$ cat src/rtl/pipe_hazard_ctrl_pkg.sv
// rtl/pipe_hazard_ctrl_pkg.sv - shared codes, state encoding and sizing helpers for the hazard controller
package pipe_hazard_ctrl_pkg;

    localparam logic [1:0] PC_SEL_NORM = 2'd0;
    localparam logic [1:0] PC_SEL_EXC  = 2'd1;
    localparam logic [1:0] PC_SEL_EPC  = 2'd2;

    localparam int REG_W_DEF    = 5;
    localparam int MULT_CYC_DEF = 5;
    localparam int DIV_CYC_DEF  = 10;

    typedef enum logic {
        ST_RUN   = 1'b0,
        ST_DRAIN = 1'b1
    } flush_state_t;

    // Counter must hold the longer latency and never shrink below 4 bits.
    function automatic int md_cnt_width(input int mult_cyc, input int div_cyc);
        int m;
        int w;
        m = (mult_cyc > div_cyc) ? mult_cyc : div_cyc;
        w = $clog2(m + 1);
        return (w < 4) ? 4 : w;
    endfunction

endpackage

$ cat src/rtl/pipe_hazard_ctrl_if.sv
// rtl/pipe_hazard_ctrl_if.sv - datapath <-> hazard controller signal bundle
interface pipe_hazard_ctrl_if #(
    parameter int REG_W = 5
);
    logic [REG_W-1:0] d_rs;
    logic [REG_W-1:0] d_rt;
    logic             d_rs_use;
    logic             d_rt_use;
    logic             d_branch;
    logic             d_md_use;
    logic             d_clear_req;
    logic [REG_W-1:0] e_wa;
    logic [REG_W-1:0] m_wa;
    logic             e_is_load;
    logic             m_is_load;
    logic             e_md_start;
    logic             e_md_div;
    logic             m_exc;
    logic             m_eret;
    logic             m_valid;
    logic             int_req;

    logic             f_en;
    logic             d_en;
    logic             m_en;
    logic             w_en;
    logic             d_flush;
    logic             e_reset;
    logic             flush;
    logic [1:0]       pc_sel;
    logic             md_busy;

    modport master (
        output d_rs, d_rt, d_rs_use, d_rt_use, d_branch, d_md_use, d_clear_req,
        output e_wa, m_wa, e_is_load, m_is_load, e_md_start, e_md_div,
        output m_exc, m_eret, m_valid, int_req,
        input  f_en, d_en, m_en, w_en, d_flush, e_reset, flush, pc_sel, md_busy
    );

    modport slave (
        input  d_rs, d_rt, d_rs_use, d_rt_use, d_branch, d_md_use, d_clear_req,
        input  e_wa, m_wa, e_is_load, m_is_load, e_md_start, e_md_div,
        input  m_exc, m_eret, m_valid, int_req,
        output f_en, d_en, m_en, w_en, d_flush, e_reset, flush, pc_sel, md_busy
    );

endinterface

$ cat src/rtl/pipe_hazard_ctrl_md_busy_cnt.sv
// rtl/pipe_hazard_ctrl_md_busy_cnt.sv - mult/div latency counter; busy while nonzero
module md_busy_cnt #(
    parameter int CNT_W    = 4,
    parameter int MULT_CYC = 5,
    parameter int DIV_CYC  = 10
) (
    input  logic clk,
    input  logic reset,
    input  logic i_start,
    input  logic i_div,
    output logic o_busy
);

    logic [CNT_W-1:0] r_cnt;

    always_ff @(posedge clk or negedge reset) begin
        if (!reset) begin
            r_cnt <= '0;
        end else if (i_start) begin
            r_cnt <= i_div ? CNT_W'(DIV_CYC) : CNT_W'(MULT_CYC);
        end else if (r_cnt != '0) begin
            r_cnt <= r_cnt - CNT_W'(1);
        end
    end

    assign o_busy = (r_cnt != '0);

endmodule

$ cat src/rtl/pipe_hazard_ctrl.sv
// rtl/pipe_hazard_ctrl.sv - 5-stage pipeline stall/bubble/flush control with mult/div tracking
module pipe_hazard_ctrl
    import pipe_hazard_ctrl_pkg::*;
#(
    parameter int REG_W    = REG_W_DEF,
    parameter int MULT_CYC = MULT_CYC_DEF,
    parameter int DIV_CYC  = DIV_CYC_DEF
) (
    input  logic               clk,
    input  logic               reset,
    pipe_hazard_ctrl_if.slave  hz
);

    localparam int CNT_W = md_cnt_width(MULT_CYC, DIV_CYC);

    flush_state_t r_state;
    flush_state_t w_state_nxt;

    logic       w_rs_e;
    logic       w_rt_e;
    logic       w_rs_m;
    logic       w_rt_m;
    logic       w_ld_stall;
    logic       w_br_stall;
    logic       w_md_stall;
    logic       w_stall;
    logic       w_trigger;
    logic       w_flush;
    logic [1:0] w_pc_sel;
    logic       w_md_busy;
    logic       w_md_start_ok;

    // Register 0 is never a real producer, so a zero write address never matches.
    assign w_rs_e = (hz.e_wa != '0) && (hz.d_rs == hz.e_wa);
    assign w_rt_e = (hz.e_wa != '0) && (hz.d_rt == hz.e_wa);
    assign w_rs_m = (hz.m_wa != '0) && (hz.d_rs == hz.m_wa);
    assign w_rt_m = (hz.m_wa != '0) && (hz.d_rt == hz.m_wa);

    assign w_ld_stall = hz.e_is_load &&
                        ((w_rs_e && (hz.d_rs_use || hz.d_branch)) ||
                         (w_rt_e && (hz.d_rt_use || hz.d_branch)));
    assign w_br_stall = hz.d_branch &&
                        ((w_rs_e || w_rt_e) || (hz.m_is_load && (w_rs_m || w_rt_m)));
    assign w_md_stall = hz.d_md_use && (w_md_busy || hz.e_md_start);
    assign w_stall    = w_ld_stall || w_br_stall || w_md_stall;

    assign w_trigger  = hz.m_exc || hz.m_eret || (hz.int_req && hz.m_valid);

    always_ff @(posedge clk or negedge reset) begin
        if (!reset) begin
            r_state <= ST_RUN;
        end else begin
            r_state <= w_state_nxt;
        end
    end

    always_comb begin
        w_state_nxt = r_state;
        w_flush     = 1'b0;
        w_pc_sel    = PC_SEL_NORM;
        case (r_state)
            ST_RUN: begin
                if (w_trigger) begin
                    w_flush     = 1'b1;
                    w_pc_sel    = (hz.m_eret && !hz.m_exc) ? PC_SEL_EPC : PC_SEL_EXC;
                    w_state_nxt = ST_DRAIN;
                end
            end
            ST_DRAIN: begin
                w_state_nxt = ST_RUN;
            end
            default: begin
                w_state_nxt = ST_RUN;
            end
        endcase
    end

    // A flush cancels the E-stage mult/div, so it must not load the counter.
    assign w_md_start_ok = hz.e_md_start && !w_flush;

    md_busy_cnt #(
        .CNT_W    (CNT_W),
        .MULT_CYC (MULT_CYC),
        .DIV_CYC  (DIV_CYC)
    ) u_md_busy_cnt (
        .clk     (clk),
        .reset   (reset),
        .i_start (w_md_start_ok),
        .i_div   (hz.e_md_div),
        .o_busy  (w_md_busy)
    );

    always_comb begin
        hz.f_en    = 1'b1;
        hz.d_en    = 1'b1;
        hz.m_en    = 1'b1;
        hz.w_en    = 1'b1;
        hz.e_reset = 1'b0;
        hz.d_flush = 1'b0;
        if (!w_flush) begin
            if (w_stall) begin
                hz.f_en    = 1'b0;
                hz.d_en    = 1'b0;
                hz.e_reset = 1'b1;
            end else begin
                hz.d_flush = hz.d_clear_req;
            end
        end
    end

    assign hz.flush   = w_flush;
    assign hz.pc_sel  = w_pc_sel;
    assign hz.md_busy = w_md_busy;

endmodule

$ cat src/flat_wrapper.sv
// flat-port wrapper written by rule: the top's interface ports become plain ports
module pipe_hazard_ctrl_flat import pipe_hazard_ctrl_pkg::*;
#(
    parameter int REG_W    = REG_W_DEF,
    parameter int MULT_CYC = MULT_CYC_DEF,
    parameter int DIV_CYC  = DIV_CYC_DEF
)
  (clk, reset, hz_d_rs, hz_d_rt, hz_d_rs_use, hz_d_rt_use, hz_d_branch, hz_d_md_use, hz_d_clear_req, hz_e_wa, hz_m_wa, hz_e_is_load, hz_m_is_load, hz_e_md_start, hz_e_md_div, hz_m_exc, hz_m_eret, hz_m_valid, hz_int_req, hz_f_en, hz_d_en, hz_m_en, hz_w_en, hz_d_flush, hz_e_reset, hz_flush, hz_pc_sel, hz_md_busy);
  pipe_hazard_ctrl_if #(.REG_W(REG_W)) hz_i ();
  input  logic clk;
  input  logic reset;
  input wire logic [$bits(hz_i.d_rs)-1:0] hz_d_rs;
  input wire logic [$bits(hz_i.d_rt)-1:0] hz_d_rt;
  input wire logic [$bits(hz_i.d_rs_use)-1:0] hz_d_rs_use;
  input wire logic [$bits(hz_i.d_rt_use)-1:0] hz_d_rt_use;
  input wire logic [$bits(hz_i.d_branch)-1:0] hz_d_branch;
  input wire logic [$bits(hz_i.d_md_use)-1:0] hz_d_md_use;
  input wire logic [$bits(hz_i.d_clear_req)-1:0] hz_d_clear_req;
  input wire logic [$bits(hz_i.e_wa)-1:0] hz_e_wa;
  input wire logic [$bits(hz_i.m_wa)-1:0] hz_m_wa;
  input wire logic [$bits(hz_i.e_is_load)-1:0] hz_e_is_load;
  input wire logic [$bits(hz_i.m_is_load)-1:0] hz_m_is_load;
  input wire logic [$bits(hz_i.e_md_start)-1:0] hz_e_md_start;
  input wire logic [$bits(hz_i.e_md_div)-1:0] hz_e_md_div;
  input wire logic [$bits(hz_i.m_exc)-1:0] hz_m_exc;
  input wire logic [$bits(hz_i.m_eret)-1:0] hz_m_eret;
  input wire logic [$bits(hz_i.m_valid)-1:0] hz_m_valid;
  input wire logic [$bits(hz_i.int_req)-1:0] hz_int_req;
  output wire logic [$bits(hz_i.f_en)-1:0] hz_f_en;
  output wire logic [$bits(hz_i.d_en)-1:0] hz_d_en;
  output wire logic [$bits(hz_i.m_en)-1:0] hz_m_en;
  output wire logic [$bits(hz_i.w_en)-1:0] hz_w_en;
  output wire logic [$bits(hz_i.d_flush)-1:0] hz_d_flush;
  output wire logic [$bits(hz_i.e_reset)-1:0] hz_e_reset;
  output wire logic [$bits(hz_i.flush)-1:0] hz_flush;
  output wire logic [$bits(hz_i.pc_sel)-1:0] hz_pc_sel;
  output wire logic [$bits(hz_i.md_busy)-1:0] hz_md_busy;
  assign hz_i.d_rs = hz_d_rs;
  assign hz_i.d_rt = hz_d_rt;
  assign hz_i.d_rs_use = hz_d_rs_use;
  assign hz_i.d_rt_use = hz_d_rt_use;
  assign hz_i.d_branch = hz_d_branch;
  assign hz_i.d_md_use = hz_d_md_use;
  assign hz_i.d_clear_req = hz_d_clear_req;
  assign hz_i.e_wa = hz_e_wa;
  assign hz_i.m_wa = hz_m_wa;
  assign hz_i.e_is_load = hz_e_is_load;
  assign hz_i.m_is_load = hz_m_is_load;
  assign hz_i.e_md_start = hz_e_md_start;
  assign hz_i.e_md_div = hz_e_md_div;
  assign hz_i.m_exc = hz_m_exc;
  assign hz_i.m_eret = hz_m_eret;
  assign hz_i.m_valid = hz_m_valid;
  assign hz_i.int_req = hz_int_req;
  assign hz_f_en = hz_i.f_en;
  assign hz_d_en = hz_i.d_en;
  assign hz_m_en = hz_i.m_en;
  assign hz_w_en = hz_i.w_en;
  assign hz_d_flush = hz_i.d_flush;
  assign hz_e_reset = hz_i.e_reset;
  assign hz_flush = hz_i.flush;
  assign hz_pc_sel = hz_i.pc_sel;
  assign hz_md_busy = hz_i.md_busy;
  pipe_hazard_ctrl #(.REG_W(REG_W), .MULT_CYC(MULT_CYC), .DIV_CYC(DIV_CYC)) u_core (.clk(clk), .reset(reset), .hz(hz_i));
endmodule
$ cat config.mk
export PLATFORM = sky130hd
export DESIGN_NAME = pipe_hazard_ctrl_flat
export DESIGN_NICKNAME = d
export VERILOG_FILES = /design/src/rtl/pipe_hazard_ctrl_pkg.sv /design/src/rtl/pipe_hazard_ctrl_if.sv /design/src/rtl/pipe_hazard_ctrl_md_busy_cnt.sv /design/src/rtl/pipe_hazard_ctrl.sv /design/src/flat_wrapper.sv
export SDC_FILE = /design/constraint.sdc
export NUM_CORES = 1
export LEC_CHECK = 0
export ABC_AREA = 1
export CAP_MARGIN = 20
export CELL_PAD_IN_SITES_DETAIL_PLACEMENT = 1
export CELL_PAD_IN_SITES_GLOBAL_PLACEMENT = 1
export CORE_AREA = 2 2 43 85
export DETAILED_ROUTE_END_ITERATION = 10
export DIE_AREA = 0 0 45 87
export HOLD_SLACK_MARGIN = 0.03
export PLACE_DENSITY_LB_ADDON = 0.1
export SLEW_MARGIN = 20
export SYNTH_ARGS = -nofsm -noshare
export SYNTH_HDL_FRONTEND = slang
export SYNTH_SLANG_ARGS = --single-unit
$ cat constraint.sdc
create_clock -name clk -period 4.85 [get_ports clk]
set_input_delay 0.7275 -clock clk [delete_from_list [all_inputs] [get_ports clk]]
set_output_delay 0.7275 -clock clk [all_outputs]
set_load 0.02 [all_outputs]
== Word level (Yosys, flattened, before mapping) ==
Index checks and enable logic that the tools add are counted.
Storage, ports and cells
  register bits after elaboration: 5
  input bits: 35
  output and inout bits: 10
  word-level logic and storage cells: 53
Cells by class
  add/subtract/negate cells: 1
  equality and inequality tests: 4
  mux-type cells: 15
  bitwise gates (word level): 1
  reductions and logical operators: 30
Operators with widths (count)
  $eq 5x5->1: 4
  $logic_and 1x1->1: 13
  $mux 4: 3
  $logic_or 1x1->1: 11
  $reduce_bool 5->1: 2
  $mux 1: 8
  $mux 2: 3
  $reduce_bool 4->1: 1
  $sub 4x1->4 const B: 1
  $logic_not 1->1: 2
  $pmux 1 s2: 1
  $reduce_bool 2->1: 1
  $not 1->1: 1

== Longest topological paths before layout ==
Gate-level depths: netlist of the first run.
  word-level depth: 10
  gate-level depth with buffers: 12
  gate-level depth less buffers: 11

== By module ==
Synthesis of the first run repeated with hierarchy kept, for this count alone.
Unflattened totals
  cell total of the unflattened synthesis: 153
  area total of the unflattened synthesis: 802.0 sq um
Modules (own cells, without submodules)
  pipe_hazard_ctrl: times used 1, cells each 122, area each 555.5 sq um, sequential area each 25.0 sq um
  md_busy_cnt: times used 1, cells each 31, area each 246.5 sq um, sequential area each 100.1 sq um

== Worst setup path before layout of the first run ==
OpenSTA, ideal clock, no wires.
  path kind: input to output
  start: input port hz_d_rs[1]
  end: output port hz_f_en
  arrival time: 1.683 ns
  data required time: 4.123 ns
  setup slack: 2.440 ns
  cell stages on the path: 12
  cell sequence: inv_1 > nand2_1 > nand2_1 > nor2_2 > nand3_2 > nand2_1 > nand2_1 > nand2_2 > nand2_2 > nand2_2 > nand2_1 > buf_4
On the way
  word-level cells in the longest chain between the ends: 10
  elaborated cells on any way between the ends: 16
Ends and longest elaborated chain
  from (decl): RTL line flat_wrapper.sv:12  | input wire logic [$bits(hz_i.d_rs)-1:0] hz_d_rs;
  $eq 5x5->1: RTL line pipe_hazard_ctrl.sv:36  | assign w_rs_m = (hz.m_wa != '0) && (hz.d_rs == hz.m_wa);
  $logic_and 1x1->1: RTL line pipe_hazard_ctrl.sv:36
  $logic_or 1x1->1: RTL line pipe_hazard_ctrl.sv:43  | ((w_rs_e || w_rt_e) || (hz.m_is_load && (w_rs_m || w_rt_m)));
  $logic_and 1x1->1: RTL line pipe_hazard_ctrl.sv:43
  $logic_or 1x1->1: RTL line pipe_hazard_ctrl.sv:43
  $logic_and 1x1->1: RTL line pipe_hazard_ctrl.sv:42  | assign w_br_stall = hz.d_branch &&
  $logic_or 1x1->1 (*) (2 in series): RTL line pipe_hazard_ctrl.sv:45  | assign w_stall = w_ld_stall || w_br_stall || w_md_stall;
  $mux 1 (*) (2 in series)
  to (decl): RTL line flat_wrapper.sv:29  | output wire logic [$bits(hz_i.f_en)-1:0] hz_f_en;
Every way passes the cells marked *; elsewhere a longest branch is shown, timed or not.

== Final worst setup path of the first run ==
  start: input port hz_e_wa[2]
  end: output port hz_e_reset
On the way
  word-level cells in the longest chain between the ends: 9
  elaborated cells on any way between the ends: 16
Ends and longest elaborated chain
  from (decl): RTL line flat_wrapper.sv:19  | input wire logic [$bits(hz_i.e_wa)-1:0] hz_e_wa;
  $eq 5x5->1, or another cell as far along: RTL line pipe_hazard_ctrl.sv:34  | assign w_rs_e = (hz.e_wa != '0) && (hz.d_rs == hz.e_wa);
  $logic_and 1x1->1 (on tied branches): RTL line pipe_hazard_ctrl.sv:34, pipe_hazard_ctrl.sv:35
  $logic_and 1x1->1, or another cell as far along: RTL line pipe_hazard_ctrl.sv:40  | ((w_rs_e && (hz.d_rs_use || hz.d_branch)) ||
  $logic_or 1x1->1 (on tied branches): RTL line pipe_hazard_ctrl.sv:40, pipe_hazard_ctrl.sv:43
  $logic_and 1x1->1 (on tied branches): RTL line pipe_hazard_ctrl.sv:39, pipe_hazard_ctrl.sv:42
  $logic_or 1x1->1 (*) (2 in series): RTL line pipe_hazard_ctrl.sv:45
  $mux 1 (*): RTL line pipe_hazard_ctrl.sv:101  | if (w_stall) begin
  $mux 1 (*): RTL line pipe_hazard_ctrl.sv:100  | if (!w_flush) begin
  to (decl): RTL line flat_wrapper.sv:34  | output wire logic [$bits(hz_i.e_reset)-1:0] hz_e_reset;
Marked as above.

==> flow_metrics.env, run 1 <==
export IMPL_dpl_worst_slack_ps=1450
export IMPL_yosysTopAreaCell="sky130_fd_sc_hd__nand2_1"
export IMPL_data_arrival_time_of_the_worst_path_ps=2640
export IMPL_cts_inserted_buffers=3
export IMPL_synth_edff_count=0
export IMPL_synth_warning_count=0
export IMPL_routed_wl_um=2410
export IMPL_cts_root_buf="sky130_fd_sc_hd__clkbuf_8"
export IMPL_netlist_area_before_placement_um2=830
export IMPL_cts_tree="yes"
export IMPL_port_buffer_count=42
export IMPL_fin_tns_setup_ps=0
export IMPL_avgSynthCellArea_um2=5.49
export IMPL_timing_final_crit_share=0.695
export IMPL_timing_max_cap_violations=0
export IMPL_io_pins=45
export IMPL_nFillCells=466
export IMPL_clock_insertion_delay_worst_skew_ps=230
export IMPL_std_cell_core_area_um2=3300
export IMPL_drive_above_1_share=0.149
export IMPL_floorplan_die_area_um2=3920
export IMPL_grt_start_max_net_pins=7
export IMPL_first_pass_detailed_route_iteration_total=4
export IMPL_drt_drc_violations_left=0
export IMPL_post_route_ant_nets=0
export IMPL_route_detailed_wl_per_inst_um=10.6
export IMPL_vias_per_cell=4.42
export IMPL_initial_utilization=0.251
export IMPL_pwr_cell_area_nw_per_um2=261
export IMPL_synth_top_cell_area_share=0.253
export IMPL_share_of_synthesized_registers_carrying_an_async_set_or_reset=1.00
export IMPL_postCtsHoldBufs=0
export IMPL_final_hold_violation_count=0
export IMPL_synth_area_leaders="sky130_fd_sc_hd__nand2_1 (25%), sky130_fd_sc_hd__dfrtp_1 (15%), sky130_fd_sc_hd__inv_1 (9.5%)"
export IMPL_fin_worst_skew_ps=3.94
export IMPL_clock_tree_buffer_depth=2
export IMPL_worst_setup_path_end_kind="output port"
export IMPL_fmaxAchievable_ghz=0.297
export IMPL_global_router_s_overall_resource_usage=0.129
export IMPL_first_global_vias=903
export IMPL_synth_seq_area_share=0.151
export IMPL_finalCoreUtilization=0.398
export IMPL_design_power_total_uw=344
export IMPL_floorplan_die_height_um=87
export IMPL_synthToLayoutAreaGrowth_pct=58.7
export IMPL_antennaDiodeCount=0
export IMPL_vias=1003
export IMPL_min_delay_path_class="register to register"
export IMPL_worst_setup_margin_ps=1480
export IMPL_synth_seq_cells=5
export IMPL_dieWidth_um=45
export IMPL_rows=30
export IMPL_fin_crit_ps=3370
export IMPL_crit_path_cell_trace="clkdlybuf4s50_1 -> inv_2 -> nand2_1 -> nand2_1 -> nor2_2 -> nand3_2 -> nand2_1 -> nand2_1 -> nand2_2 -> nand2_2 -> a21oi_2 -> clkdlybuf4s50_1"
export IMPL_cts_resized=0
export IMPL_crit_path_top_delay_cell="sky130_fd_sc_hd__clkdlybuf4s50_1"
export IMPL_synthCells=151
export IMPL_slowest_delay_ps=610
export IMPL_leakagePower_nw=0.694
export IMPL_cts_setup_buffers=0
export IMPL_grt_antenna_before_repair=0
export IMPL_setup_viol=0
export IMPL_dr_first_iter_drc_count=2
export IMPL_cts_sinks=5
export IMPL_grt_setup_unrepaired="no"
export IMPL_grt_first_pass_wirelength_um=3800
export IMPL_cts_htree_levels=1
export IMPL_layout_nets=233
export IMPL_dp_hpwl_um=2110
export IMPL_synth_cell_type_count=27
export IMPL_slew_viol_final=0
export IMPL_critical_path_top_cell_by_count="sky130_fd_sc_hd__nand2_1"
export IMPL_cp_required_ps=4120
export IMPL_synth_main_ff_cell="sky130_fd_sc_hd__dfrtp_1"
export IMPL_run_status="finished, final reports clean"
export IMPL_max_vdd_ir_drop_mv=0.236
export IMPL_globalplace_congestion=0.775
export IMPL_worst_r2r_setup_slack_ps=3570
export IMPL_critPathKind="input pin to output port"
export IMPL_worst_setup_hold_path_clk_slew_ps=40
export IMPL_grt_ovfl_total=0
export IMPL_worstSetupStartpointType="input pin"
export IMPL_timing_critical_path_fanout_max=4
## cell usage in the layout, fill, tap and decap left out
cell type | Yosys | layout
sky130_fd_sc_hd__o21ai_1 | 2 | 2
sky130_fd_sc_hd__nor2_2 | 6 | 6
sky130_fd_sc_hd__ha_1 | 2 | 2
sky130_fd_sc_hd__o21ai_2 | 1 | 1
sky130_fd_sc_hd__a21oi_4 | 1 | 1
sky130_fd_sc_hd__o21ai_0 | 1 | 1
sky130_fd_sc_hd__a21boi_1 | 1 | 1
sky130_fd_sc_hd__o211ai_2 | 1 | 1
sky130_fd_sc_hd__nor2_1 | 10 | 10
sky130_fd_sc_hd__nor3_1 | 2 | 2
sky130_fd_sc_hd__a21oi_2 | 1 | 1
sky130_fd_sc_hd__a21oi_1 | 2 | 2
sky130_fd_sc_hd__clkbuf_1 | 0 | 1
sky130_fd_sc_hd__inv_2 | 9 | 9
sky130_fd_sc_hd__clkinv_1 | 3 | 3
sky130_fd_sc_hd__xor2_1 | 2 | 2
sky130_fd_sc_hd__dfrtp_1 | 5 | 5
sky130_fd_sc_hd__inv_1 | 21 | 21
sky130_fd_sc_hd__nand3_1 | 6 | 6
sky130_fd_sc_hd__nand2_1 | 56 | 56
sky130_fd_sc_hd__nand4_1 | 2 | 2
sky130_fd_sc_hd__nand3_2 | 1 | 1
sky130_fd_sc_hd__xnor2_1 | 4 | 4
sky130_fd_sc_hd__clkbuf_8 | 0 | 3
sky130_fd_sc_hd__or2_1 | 1 | 1
sky130_fd_sc_hd__nand2_2 | 6 | 6
sky130_fd_sc_hd__o22ai_1 | 1 | 1
sky130_fd_sc_hd__conb_1 | 1 | 2
sky130_fd_sc_hd__clkdlybuf4s50_1 | 0 | 42
## synth_stat cells (3+ instances only)
cell and count:
sky130_fd_sc_hd__nand2_2 6, sky130_fd_sc_hd__clkinv_1 3, sky130_fd_sc_hd__inv_2 9, sky130_fd_sc_hd__nor2_2 6, sky130_fd_sc_hd__inv_1 21, sky130_fd_sc_hd__buf_4 3, sky130_fd_sc_hd__nand3_1 6, sky130_fd_sc_hd__nand2_1 56
sky130_fd_sc_hd__xnor2_1 4, sky130_fd_sc_hd__dfrtp_1 5, sky130_fd_sc_hd__nor2_1 10
## sequential cells by signal, summed over array words and instances (netlist names)
name,flops
u_core.u_md_busy_cnt.r_cnt,4
u_core.r_state,1
## worst paths after layout
kind,start,end,depth (start not counted)
max,hz_e_wa[2],hz_e_reset,12
min,u_core.u_md_busy_cnt.r_cnt[1]$_DFFE_PN0P_,u_core.u_md_busy_cnt.r_cnt[1]$_DFFE_PN0P_,2
max reg2reg,u_core.u_md_busy_cnt.r_cnt[0]$_DFFE_PN0P_,u_core.u_md_busy_cnt.r_cnt[1]$_DFFE_PN0P_,7
min reg2reg,u_core.u_md_busy_cnt.r_cnt[1]$_DFFE_PN0P_,u_core.u_md_busy_cnt.r_cnt[1]$_DFFE_PN0P_,2
max in group asynchronous,reset,u_core.u_md_busy_cnt.r_cnt[0]$_DFFE_PN0P_,1
min in group asynchronous,reset,u_core.r_state$_DFF_PN0_,1
## cell type report
class / count / area [um^2] / share of cell area
clock buffer: 4 / 45.0 / 0.0342
tap: 32 / 40.0 / 0.0304
multi-input combinational: 111 / 562 / 0.427
timing repair buffer: 42 / 420 / 0.319
sequential: 5 / 125 / 0.0951
inverter: 33 / 124 / 0.0941
## power breakdown
part           internal [mW]  leakage, nW  total [mW]  switching [mW]
Sequential            0.0608       0.0589      0.0722          0.0114
Clock                 0.0566       0.0228      0.0788          0.0222
Combinational         0.0903        0.612       0.193           0.102
Total                  0.208        0.694       0.344           0.136
## worst max-delay path, delay by kind of cell
kind | cells | cell delay [ps]
AOI/OAI and AO/OA | 1 | 120
and+or+nand+nor | 8 | 570
buffers and inverters | 3 | 1210
## routing by layer
| metal | up-vias | part of all wire | routed length (um) | track usage |
|---|---|---|---|---|
| li1 | 532 | - | - | - |
| met1 | 436 | 0.42 | 1030 | 0.164 |
| met3 | 2 | 0.076 | 183 | 0.0228 |
| met4 | 0 | 0.0050 | 12 | 0.0481 |
| met5 | - | 0 | 0 | 0 |
| met2 | 33 | 0.49 | 1190 | 0.210 |
## kinds of logic (layout without fill, tap and decap cells)
kind of cell,after synthesis,count (layout),share of synthesized area
compound gates,11,11,0.103
other cells,1,2,0.00452
xor+xnor,6,6,0.0633
fa+ha+maj,2,2,0.0302
flops,5,5,0.151
buf+inv,36,79,0.176
simple gates,90,90,0.472
## through the flow
step,cells,cell area (um^2),hold slack [ps]
CTS,227,1320,609
global placement,223,1270,573
finish,227,1320,601
floorplan,152,833,432
detailed placement,223,1270,604
global route,227,1320,656
No activity file was read; power rests on OpenSTA's default activity.
==> inputs of run 2 (changes only) <==
- CORE_AREA: 2 2 43 85 -> 2 2 45 89
- DIE_AREA: 0 0 45 87 -> 0 0 47 91
- clock period: 4.85 -> 3.2 ns (I/O delays scaled with it)
==> flow_metrics.env, run 2 (same netlist as run 1, synthesis figures left out) <==
export IMPL_holdWs_ps=496
export IMPL_grt_setup_unrepaired="no"
export IMPL_global_router_s_overall_resource_usage=0.138
export IMPL_initial_utilization=0.232
export IMPL_cts_inserted_buffers=3
export IMPL_postCtsHoldBufs=0
export IMPL_slew_viol_final=0
export IMPL_std_cell_core_area_um2=3570
export IMPL_dr_first_iter_drc_count=5
export IMPL_post_route_ant_nets=0
export IMPL_dp_hpwl_um=2520
export IMPL_grt_antenna_before_repair=0
export IMPL_globalplace_congestion=0.709
export IMPL_worstReg2RegEnd="u_core.u_md_busy_cnt.r_cnt[0]$_DFFE_PN0P_"
export IMPL_vias=1049
export IMPL_pwr_cell_area_nw_per_um2=390
export IMPL_dpl_cell_count=241
export IMPL_cts_htree_levels=1
export IMPL_fin_crit_ps=2930
export IMPL_biggestRegsByFlops="u_core.u_md_busy_cnt.r_cnt: 4 flops, u_core.r_state: 1 flops"
export IMPL_r2r_start="u_core.u_md_busy_cnt.r_cnt[0]$_DFFE_PN0P_"
export IMPL_data_arrival_time_of_the_worst_path_ps=2450
export IMPL_floorplan_die_height_um=91
export IMPL_largest_reg_flops=4
export IMPL_synthToLayoutAreaGrowth_pct=62.1
export IMPL_max_vdd_ir_drop_mv=0.160
export IMPL_cts_tree="yes"
export IMPL_cts_setup_buffers=0
export IMPL_final_hold_violation_count=0
export IMPL_fin_worst_skew_ps=1.43
export IMPL_timing_max_cap_violations=0
export IMPL_grt_start_max_net_pins=7
export IMPL_grt_first_pass_wirelength_um=4370
export IMPL_cts_resized=0
export IMPL_clock_tree_buffer_depth=2
export IMPL_antennaDiodeCount=0
export IMPL_finalNonFillerCells=245
export IMPL_leakagePower_nw=0.699
export IMPL_worst_r2r_setup_slack_ps=1890
export IMPL_fmaxAchievable_ghz=0.342
export IMPL_grt_ovfl_total=0
export IMPL_route_detailed_wl_per_inst_um=11.1
export IMPL_io_pins=45
export IMPL_run_status="finished, final reports clean"
export IMPL_worst_setup_path_end_kind="output port"
export IMPL_timing_critical_path_fanout_max=4
export IMPL_fin_tns_setup_ps=0
export IMPL_worstSetupStartpointType="input pin"
export IMPL_vias_per_cell=4.28
export IMPL_floorplan_die_area_um2=4280
export IMPL_setup_viol=0
export IMPL_worst_setup_hold_path_clk_slew_ps=30
export IMPL_most_frequent_standard_cell_in_the_layout_excluding_fill_and_tap_cells="sky130_fd_sc_hd__nand2_1"
export IMPL_cp_required_ps=2720
export IMPL_layout_nets=234
export IMPL_regMostFlops="u_core.u_md_busy_cnt.r_cnt"
export IMPL_drive_above_1_share=0.153
export IMPL_routed_wl_um=2710
export IMPL_dieWidth_um=47
export IMPL_critPathKind="input pin to output port"
export IMPL_cts_sinks=5
export IMPL_layout_cells_most_common_list="sky130_fd_sc_hd__nand2_1 (56), sky130_fd_sc_hd__clkdlybuf4s50_1 (42), sky130_fd_sc_hd__inv_1 (21)"
export IMPL_finalCoreUtilization=0.377
export IMPL_first_pass_detailed_route_iteration_total=3
export IMPL_timing_final_crit_share=0.914
export IMPL_worstRegToRegCells=7
export IMPL_min_delay_path_class="input pin to asynchronous set/reset pin"
export IMPL_clock_insertion_delay_worst_skew_ps=220
export IMPL_cts_root_buf="sky130_fd_sc_hd__clkbuf_8"
export IMPL_drt_drc_violations_left=0
export IMPL_rows=31
export IMPL_first_global_vias=1075
export IMPL_port_buffer_count=42
run 2: final cells by class:
cell class              instances  area [um^2]
multi-input cells             111          562
clock buffers                   4         45.0
repair buffers                 43          428
fillers                       501         2220
inverters                      33          124
well taps                      49         61.3
flip-flops and latches          5          125
run 2: routing by layer:
layer,vias up,track usage,part of all wire
met1,478,0.111,0.30
met4,0,0.0417,0.014
met3,5,0.0119,0.037
met5,-,0,0
met2,30,0.293,0.65
li1,536,-,-
run 2: stage by stage:
| step | power, mW | worst slack (ps) | cell area, um^2 |
|---|---|---|---|
| 6_report | 0.524 | 275 | 1350 |
| 5_1_grt | 0.572 | 120 | 1350 |
| 4_1_cts | 0.534 | 197 | 1350 |
| 3_5_place_dp | 0.414 | 200 | 1300 |
| 3_3_place_gp | 0.402 | 240 | 1300 |
| 2_1_floorplan | 0.294 | 1130 | 833 |
run 2: power by group:
| part | switching (mW) | internal, mW | total (mW) |
|---|---|---|---|
| sequential | 0.0170 | 0.0922 | 0.109 |
| combinational | 0.161 | 0.137 | 0.298 |
| clock | 0.0311 | 0.0855 | 0.117 |
| total | 0.209 | 0.315 | 0.524 |
run 2: worst max path at each step:
stage                       to  cells after the start  slack (ps)                                 startpoint
floorplan              hz_f_en                     11        1130  u_core.u_md_busy_cnt.r_cnt[0]$_DFFE_PN0P_
global placement    hz_e_reset                     12         240                                 hz_m_wa[4]
detailed placement     hz_d_en                      9         200                                 hz_e_wa[2]
CTS                    hz_d_en                      9         200                                 hz_e_wa[2]
global route        hz_e_reset                     12         120                                 hz_d_rs[1]
finish                 hz_d_en                      9         270                                 hz_e_wa[2]
run 2: worst max-delay path: stages:
cell                              delay, ps
sky130_fd_sc_hd__clkdlybuf4s50_1        480
sky130_fd_sc_hd__nor3_1                 270
sky130_fd_sc_hd__nand3_1                130
sky130_fd_sc_hd__nand2_1                 80
sky130_fd_sc_hd__inv_1                   60
sky130_fd_sc_hd__a21oi_4                160
sky130_fd_sc_hd__nand2_2                 80
sky130_fd_sc_hd__nand2_1                 90
sky130_fd_sc_hd__clkdlybuf4s50_1        620
